==> src/rtl/seg_monitor.sv <==
// seg_monitor
//   Receive-side monitor for the 7-segment bus driven by the hex up/down
//   counter. It debounces the segment pattern, decodes stable patterns back
//   to a hex digit and classifies each newly accepted digit as an up step,
//   a down step or a jump. Undecodable patterns are flagged.
//
//   Optional feature macro: SEG_MON_DP_EN
//     defined   : SEG_in[7] (decimal point) is part of the debounce key and
//                 dp follows SEG_in[7] of each accepted pattern.
//     undefined : SEG_in[7] is ignored and dp is tied low.
//
// Ports
//   clk_2        in   1      system clock, rising edge
//   reset        in   1      synchronous, active-high reset
//   SEG_in       in   8      [6:0] segments g..a, [7] decimal point
//   value        out  4      last accepted decoded digit
//   valid        out  1      value holds a decoded digit
//   dir_up       out  1      pulse: accepted digit == previous + 1 (mod 16)
//   dir_down     out  1      pulse: accepted digit == previous - 1 (mod 16)
//   step_err     out  1      pulse: accepted digit is a jump
//   invalid_err  out  1      pulse: accepted pattern is not decodable
//   change_count out  CNT_W  saturating count of dir_up/dir_down/step_err
//   dp           out  1      decimal point of the accepted pattern
//   state_dbg    out  1      debounce FSM state (0 = HUNT, 1 = LOCKED)
//
// There is no valid/ready handshake on this block: SEG_in is sampled every
// cycle, valid only qualifies value, and the four event outputs are
// single-cycle pulses with no back-pressure.

module seg_monitor #(
  parameter int STABLE_CYCLES = 4,
  parameter int CNT_W         = 8
) (
  input  logic             clk_2,
  input  logic             reset,
  input  logic [7:0]       SEG_in,
  output logic [3:0]       value,
  output logic             valid,
  output logic             dir_up,
  output logic             dir_down,
  output logic             step_err,
  output logic             invalid_err,
  output logic [CNT_W-1:0] change_count,
  output logic             dp,
  output logic             state_dbg
);

  // run must hold STABLE_CYCLES + 1 so the saturation compare cannot wrap.
  localparam int RUN_W = $clog2(STABLE_CYCLES + 2);
  localparam logic [RUN_W-1:0] RUN_MAX = RUN_W'(STABLE_CYCLES);

  typedef enum logic {
    HUNT   = 1'b0,
    LOCKED = 1'b1
  } state_t;

  state_t           state, next_state;
  logic [7:0]       cand;
  logic [RUN_W-1:0] run, run_next, n;
  logic [7:0]       key;
  logic             same;
  logic             accept;

  logic [4:0]       dec;        // {decodable, digit}
  logic             blank;
  logic [3:0]       value_inc, value_dec;
  logic             up_c, down_c, step_c, inv_c;
  logic             evt_c;

  // 7-segment pattern to hex digit; bit 4 marks a pattern in the table.
  function automatic logic [4:0] decode7(input logic [6:0] p);
    logic [4:0] r;
    r = 5'h00;
    case (p)
      7'h3F: r = 5'h10;
      7'h06: r = 5'h11;
      7'h5B: r = 5'h12;
      7'h4F: r = 5'h13;
      7'h66: r = 5'h14;
      7'h6D: r = 5'h15;
      7'h7D: r = 5'h16;
      7'h07: r = 5'h17;
      7'h7F: r = 5'h18;
      7'h6F: r = 5'h19;
      7'h77: r = 5'h1A;
      7'h7C: r = 5'h1B;
      7'h39: r = 5'h1C;
      7'h5E: r = 5'h1D;
      7'h79: r = 5'h1E;
      7'h71: r = 5'h1F;
      default: r = 5'h00;
    endcase
    return r;
  endfunction

`ifdef SEG_MON_DP_EN
  assign key = SEG_in;
`else
  logic unused_seg_dp;
  assign unused_seg_dp = SEG_in[7];
  assign key = {1'b0, SEG_in[6:0]};
`endif

  // Debounce run length and FSM next state.
  always_comb begin
    same       = (key == cand);
    n          = same ? (run + RUN_W'(1)) : RUN_W'(1);
    run_next   = (n > RUN_MAX) ? RUN_MAX : n;
    next_state = state;
    accept     = 1'b0;
    case (state)
      HUNT: begin
        if (n == RUN_MAX) begin
          accept     = 1'b1;
          next_state = LOCKED;
        end
      end
      LOCKED: begin
        if (!same) begin
          // With a one-sample debounce the new pattern is already stable.
          if (n == RUN_MAX) begin
            accept = 1'b1;
          end else begin
            next_state = HUNT;
          end
        end
      end
      default: next_state = HUNT;
    endcase
  end

  // Classification of the pattern being accepted this cycle.
  always_comb begin
    dec       = decode7(key[6:0]);
    blank     = (key[6:0] == 7'h00);
    value_inc = value + 4'd1;
    value_dec = value - 4'd1;
    up_c      = 1'b0;
    down_c    = 1'b0;
    step_c    = 1'b0;
    inv_c     = 1'b0;
    if (accept && !blank) begin
      if (!dec[4]) begin
        inv_c = 1'b1;
      end else if (valid) begin
        if (dec[3:0] == value_inc) begin
          up_c = 1'b1;
        end else if (dec[3:0] == value_dec) begin
          down_c = 1'b1;
        end else if (dec[3:0] != value) begin
          step_c = 1'b1;
        end
      end
    end
    evt_c = up_c | down_c | step_c;
  end

  always_ff @(posedge clk_2) begin
    if (reset) begin
      state        <= HUNT;
      cand         <= 8'h00;
      run          <= '0;
      value        <= 4'h0;
      valid        <= 1'b0;
      dir_up       <= 1'b0;
      dir_down     <= 1'b0;
      step_err     <= 1'b0;
      invalid_err  <= 1'b0;
      change_count <= '0;
    end else begin
      state       <= next_state;
      cand        <= key;
      run         <= run_next;
      dir_up      <= up_c;
      dir_down    <= down_c;
      step_err    <= step_c;
      invalid_err <= inv_c;
      if (accept) begin
        if (blank || !dec[4]) begin
          valid <= 1'b0;
        end else begin
          value <= dec[3:0];
          valid <= 1'b1;
        end
      end
      if (evt_c && (change_count != {CNT_W{1'b1}})) begin
        change_count <= change_count + CNT_W'(1);
      end
    end
  end

`ifdef SEG_MON_DP_EN
  always_ff @(posedge clk_2) begin
    if (reset) begin
      dp <= 1'b0;
    end else if (accept) begin
      dp <= key[7];
    end
  end
`else
  assign dp = 1'b0;
`endif

  assign state_dbg = state;

endmodule
==> config.mk <==
export PLATFORM = sky130hd
export DESIGN_NAME = seg_monitor
export DESIGN_NICKNAME = d
export VERILOG_FILES = /design/src/rtl/seg_monitor.sv
export SDC_FILE = /design/constraint.sdc
export NUM_CORES = 1
export LEC_CHECK = 0
export BUFFER_PORTS_ARGS = -buffer_cell sky130_fd_sc_hd__buf_2
export CAP_MARGIN = 25
export CORE_ASPECT_RATIO = 1.75
export CORE_MARGIN = 1.5
export CORE_UTILIZATION = 51
export CTS_CLUSTER_DIAMETER = 120
export CTS_CLUSTER_SIZE = 20
export DETAILED_ROUTE_END_ITERATION = 8
export HOLD_SLACK_MARGIN = 0.15
export MAX_ROUTING_LAYER = met4
export PLACE_DENSITY_LB_ADDON = 0.1
export SETUP_SLACK_MARGIN = 0.1
export SYNTH_ARGS = -nofsm -noshare
export SYNTH_HDL_FRONTEND = slang
export SYNTH_SLANG_ARGS = --single-unit
==> constraint.sdc <==
create_clock -name clk_2 -period 2.5 [get_ports clk_2]
set_input_delay 0.125 -clock clk_2 [delete_from_list [all_inputs] [get_ports clk_2]]
set_output_delay 0.125 -clock clk_2 [all_outputs]
set_load 0.02 [all_outputs]
### Word level (Yosys, flattened, before mapping)

Index checks and enable logic that the tools add are counted.

| storage, ports and cells | value |
|---|---|
| flip-flop bits (word level) | 29 |
| input bits | 10 |

| cells by class | value |
|---|---|
| add/subtract/negate cells | 4 |
| order comparisons | 1 |
| equality and inequality tests | 22 |
| multiplexer cells | 25 |
| bitwise operators | 5 |
| reduce and logical (&&, ||, !) cells | 9 |

Operator list:

| operator | count |
|---|---|
| == test 7 bit (second input constant) | 12 |
| one-hot mux 5 bit (16 select lines) | 1 |
| two-way mux 1 bit | 20 |
| == test 7 x 3 -> 1 bit (second input constant) | 2 |
| == test 7 x 6 -> 1 bit (second input constant) | 2 |
| adder 8 x 1 -> 8 bit (second input constant) | 1 |
| == test 4 bit | 2 |
| == test 7 x 8 -> 1 bit | 1 |
| inequality test 8 bit (second input constant) | 1 |
| zero test 7 bit | 1 |
| two-way mux 3 bit | 2 |
| adder 4 x 1 -> 4 bit (second input constant) | 1 |
| inequality test 4 bit | 1 |
| one-hot mux 1 bit (2 select lines) | 2 |
| OR reduction 2 bit | 2 |
| subtractor 4 x 1 -> 4 bit (second input constant) | 1 |
| adder 3 x 1 -> 3 bit (second input constant) | 1 |
| == test 3 bit (second input constant) | 1 |
| greater-than comparator 3 bit (second input constant) | 1 |
| NOT 1 bit | 3 |
| logical AND 1 bit | 2 |
| zero test 1 bit | 2 |
| OR 1 bit | 2 |
| AND reduction 2 bit | 1 |
| logical OR 1 bit | 1 |

### Longest topological paths before layout

| logic depth | value |
|---|---|
| word-level depth | 11 |
| mapped depth | 10 |

### Least setup slack after synthesis

No wires, ideal clock.

| path | value |
|---|---|
| path kind | reg-to-reg |
| start | register run[0] |
| end | register change_count[2] |
| library setup time | 0.121 ns |
| arrival | 2.178 ns |
| required time | 2.379 ns |
| path slack | 0.200 ns |
| stages on the path, launching flop included | 8 |
| path buffers | 0 |
| period minus slack after synthesis | 2.300 ns |
| cells stage by stage | dfxtp_1 > ha_1 > nor4_1 > nand4_1 > a311oi_2 > nand2_2 > nor3b_2 > mux2_4 |

| between the ends | value |
|---|---|
| longest elaborated chain between the ends | 11 |
| elaborated cells between the ends (all ways) | 13 |
| classes of those cells | 1 x add/sub; 1 x eq/ne; 7 x mux; 2 x bitwise; 2 x reduce/logical |

RTL lines:

| element | RTL line | text |
|---|---|---|
| start, declared | 59 | `logic [RUN_W-1:0] run, run_next, n;` |
| start signal, assigned | 173 | `run <= run_next;` |
| adder 3 x 1 -> 3 bit (*) | 107 | `n = same ? (run + RUN_W'(1)) : RUN_W'(1);` |
| two-way mux 3 bit (*) | 107 |  |
| == test 3 bit (*) | 113, 121 |  |
| two-way mux 1 bit (*) | 113, 121 |  |
| two-way mux 1 bit | 119 | `if (!same) begin` |
| one-hot mux 1 bit (2 select lines) (*) | 111 | `case (state)` |
| logical AND 1 bit (*) | 142 | `if (accept && !blank) begin` |
| two-way mux 1 bit | 142 |  |
| OR 1 bit | 155 | `evt_c = up_c \| down_c \| step_c;` |
| OR 1 bit (*) | 155 |  |
| logical AND 1 bit (*) | 186 | `if (evt_c && (change_count != {CNT_W{1'b1}})) begin` |
| end signal, assigned | 187 | `change_count <= change_count + CNT_W'(1);` |
| end, declared | 43 | `output logic [CNT_W-1:0] change_count,` |

Mark *: on every way between the ends. The rest lies on a longest branch, timed or not.
A chain may end at the register's enable or synchronous reset.

### Worst setup path after layout

| path | value |
|---|---|
| start | register run[1] |
| end | register change_count[2] |

Same word-level chain as after synthesis.

==> run_results.csv <==
group,metric,value,unit
outcome,status,"complete, no violations",
critical_path,crit_required,2.67,ns
cells_and_area,synthToLayoutAreaGrowth,19.8,%
placed_design,dp_hpwl,3.08,mm
critical_path,crit_chain,"ha_4 -> xnor2_4 -> nor4_2 -> buf_4 -> nand4_1 -> a311oi_2 -> nand2_2 -> nor3b_2 -> mux2_4",
cts,cts_sinks,28,
die,start_util,53.5,%
sta,slew_headroom,66.3,%
min_path,min_path_type,"in -> reg",
cts,cts_tree,"yes",
power,peakVddDrop,0.000331,V
min_path,min_path_cells,3,
sta,hold_violations,0,
critical_path,cp-end-kind,"register",
logic_synthesis,yosysMostFrequentCell,"dfxtp_1",
placed_design,routabilityCongestion,0.864,
cts,cts-resized-gates,0,
cells_and_area,fin_nets,259,
die,num_io_pins,29,
critical_path,cp_max_fo,6,
sta,worst_clock_skew,0.00470,ns
power,power_density,432,nW/µm²
logic_synthesis,ys_ff_latch,28,
logic_synthesis,yosysTopAreaCellShare,30.8,%
drt,vias,1617,
flow_run,maxCapViolCount,0,
grt,grt_max_degree,30,
cells_and_area,layout-drive-gt1-share,27.9,%
critical_path,regToRegSetupSlack,0.19,ns
cells_and_area,finalCoreUtilization,64.1,%
logic_synthesis,yosys_warnings,0,
cells_and_area,diodes,0,
logic_synthesis,avgSynthCellArea,8.58,µm²
cts,clk_latency,0.27,ns
logic_synthesis,syn_inst,212,
sta,maxSlewViolCount,0,
logic_synthesis,syn-cell-area,1820,µm²
grt,grt_pass1_vias,1564,
sta,rsz0062_at_grt,"false",
sta,fmax,0.433,GHz
drt,routed_wirelength,3.91,mm
cts,numCtsBuffers,3,
grt,grt_pass1_wl,6.48,mm
die,core_area,3400,µm²
sta,fin_crit,2.31,ns
grt,grt_use_total,22.7,%
logic_synthesis,synth_top_flop_cell,"dfxtp_1",
sta,setup_tns,0,ns
logic_synthesis,synth-edff-count,0,
critical_path,worstPathArrival,2.48,ns
logic_synthesis,synth.area.top_cells,"dfxtp_1, xnor2_1, xor2_1, nor2b_1, mux2_4",
drt,antenna_left,0,
grt,grt-ovfl-total,0,
sta,finalSetupViolCount,0,
grt,antenna_found_initial,0,
cts,clkSlewWorstSetupHoldPaths,0.09,ns
drt,drcViolationCount,0,
critical_path,cp_slowest_cell,"dfxtp_1",
die,die-area,3950,µm²
critical_path,cpPeakStageDelay,0.34,ns
die,fp.dieW,48.2,µm
sta,tightest_slew,0.505,ns
cts,cts_setup_buffers,0,
cells_and_area,fillerInstances,319,
cts,clock_path_buffers,2,
critical_path,r2r_cells,9,
critical_path,start_kind,"register",
drt,drt_first_iter_violations,18,
sta,period_share,92.4,%
die,rows,28,
drt,first_pass_iters,4,
sta,hold_ws,0.261,ns
cts,cts_hold_buffers,0,
logic_synthesis,yosysTopAreaCell,"dfxtp_1",
drt,avgViaCountPerCell,5.60,
placed_design,port-buffer-count,26,
cts,htree_levels,1,
logic_synthesis,synth.top_cells.by_count,"dfxtp_1, nand2_1, nor2_1",
die,die_h,82.0,µm
power,cellLeakagePower,0.884,nW
cts,cts-root-buf,"clkbuf_8",
logic_synthesis,ys_seq_area_share,30.8,%
logic_synthesis,yosysUniqueCellTypes,57,
drt,routedWlPerCell,13.5,µm
critical_path,path_class,"reg -> reg",
logic_synthesis,synthArstFlopShare,0,%
logic_synthesis,syn_nets,226,
-- final timing paths --
kind / start / endpoint
min: SEG_in[0] / cand[0]
min reg2reg: change_count[1] / change_count[1]
max reg2reg: run[1] / change_count[2]
max: run[1] / change_count[2]
-- metal layers --
metal | vias to the layer above | GRT usage, % | share of wire, %
li1 | 811 | - | -
met1 | 770 | 22.0 | 37
met2 | 30 | 42.8 | 59
met3 | 6 | 2.64 | 2.2
met4 | 0 | 7.57 | 1.4
met5 | - | - | 0
-- metrics by stage --
step	instances	cell area, µm²	power (mW)	worst slack [ns]
3_5_place_dp	285	2060	0.600	0.0214
2_1_floorplan	212	1820	0.560	0.200
6_report	289	2180	0.941	0.190
3_3_place_gp	285	2060	0.595	0.0868
5_1_grt	289	2180	0.979	0.0933
4_1_cts	289	2130	0.954	0.141
-- placed cells by master, fill, tap and decap left out, types with 3 or more instances in the layout --
cell       n
nand2b_1   4
mux2_4     4
xor2_1     8
and3_1     6
nand3_1   11
clkbuf_8   3
xnor2_1    9
nor3_1     8
nor2_1    15
inv_1      8
a211oi_1   4
ha_1       3
nor2b_1   11
nand2_1   16
buf_2     26
buf_4     15
dfxtp_1   27
a21oi_1    9
and4b_1    3
nand4_1    3
-- worst max-delay path: cells and delay by family (launching register included) --
| family | cells | cell delay, ns |
|---|---|---|
| adders and majority gates | 1 | 0.18 |
| DFF | 1 | 0.34 |
| buffers and inverters | 1 | 0.16 |
| xor gates and xnor gates | 1 | 0.15 |
| and+or+nand+nor | 4 | 0.78 |
| AOI/OAI and AO/OA | 1 | 0.28 |
| muxes | 1 | 0.31 |
-- flip-flops by register name (all words and copies together), names as in the netlist --
name and count:
cand 7, change_count 8, dir_down 1, dir_up 1, invalid_err 1, run 3
state_dbg 1, step_err 1, valid 1, value 4
-- power breakdown --
part / switching, mW / leakage [nW] / internal, mW
Clock: 0.134 / 0.0357 / 0.214
Sequential: 0.00333 / 0.228 / 0.453
Combinational: 0.0793 / 0.620 / 0.0568
Total: 0.217 / 0.884 / 0.724
-- area by class of cell --
cell class	instances	area (µm²)	share of cell area (%)
clock buffer	3	41.3	1.89
sequential	28	562	25.8
inverter	8	30.0	1.38
timing repair buffer	42	263	12.1
clock inverter	1	30.0	1.38
tap	45	56.3	2.58
multi-input combinational	162	1200	54.9
-- cell families (layout without fill, tap and decap cells) --
group,count (synthesis),in the layout,share of synthesized area (%)
xor gates and xnor gates,18,18,8.67
DFF,28,28,30.8
adders and majority gates,4,4,2.75
AOI/OAI and AO/OA,34,34,14.5
muxes,6,6,4.40
buffers and inverters,22,54,5.78
other,1,1,0.206
and+or+nand+nor,99,99,32.9
Power figures use the tool's default switching activity.
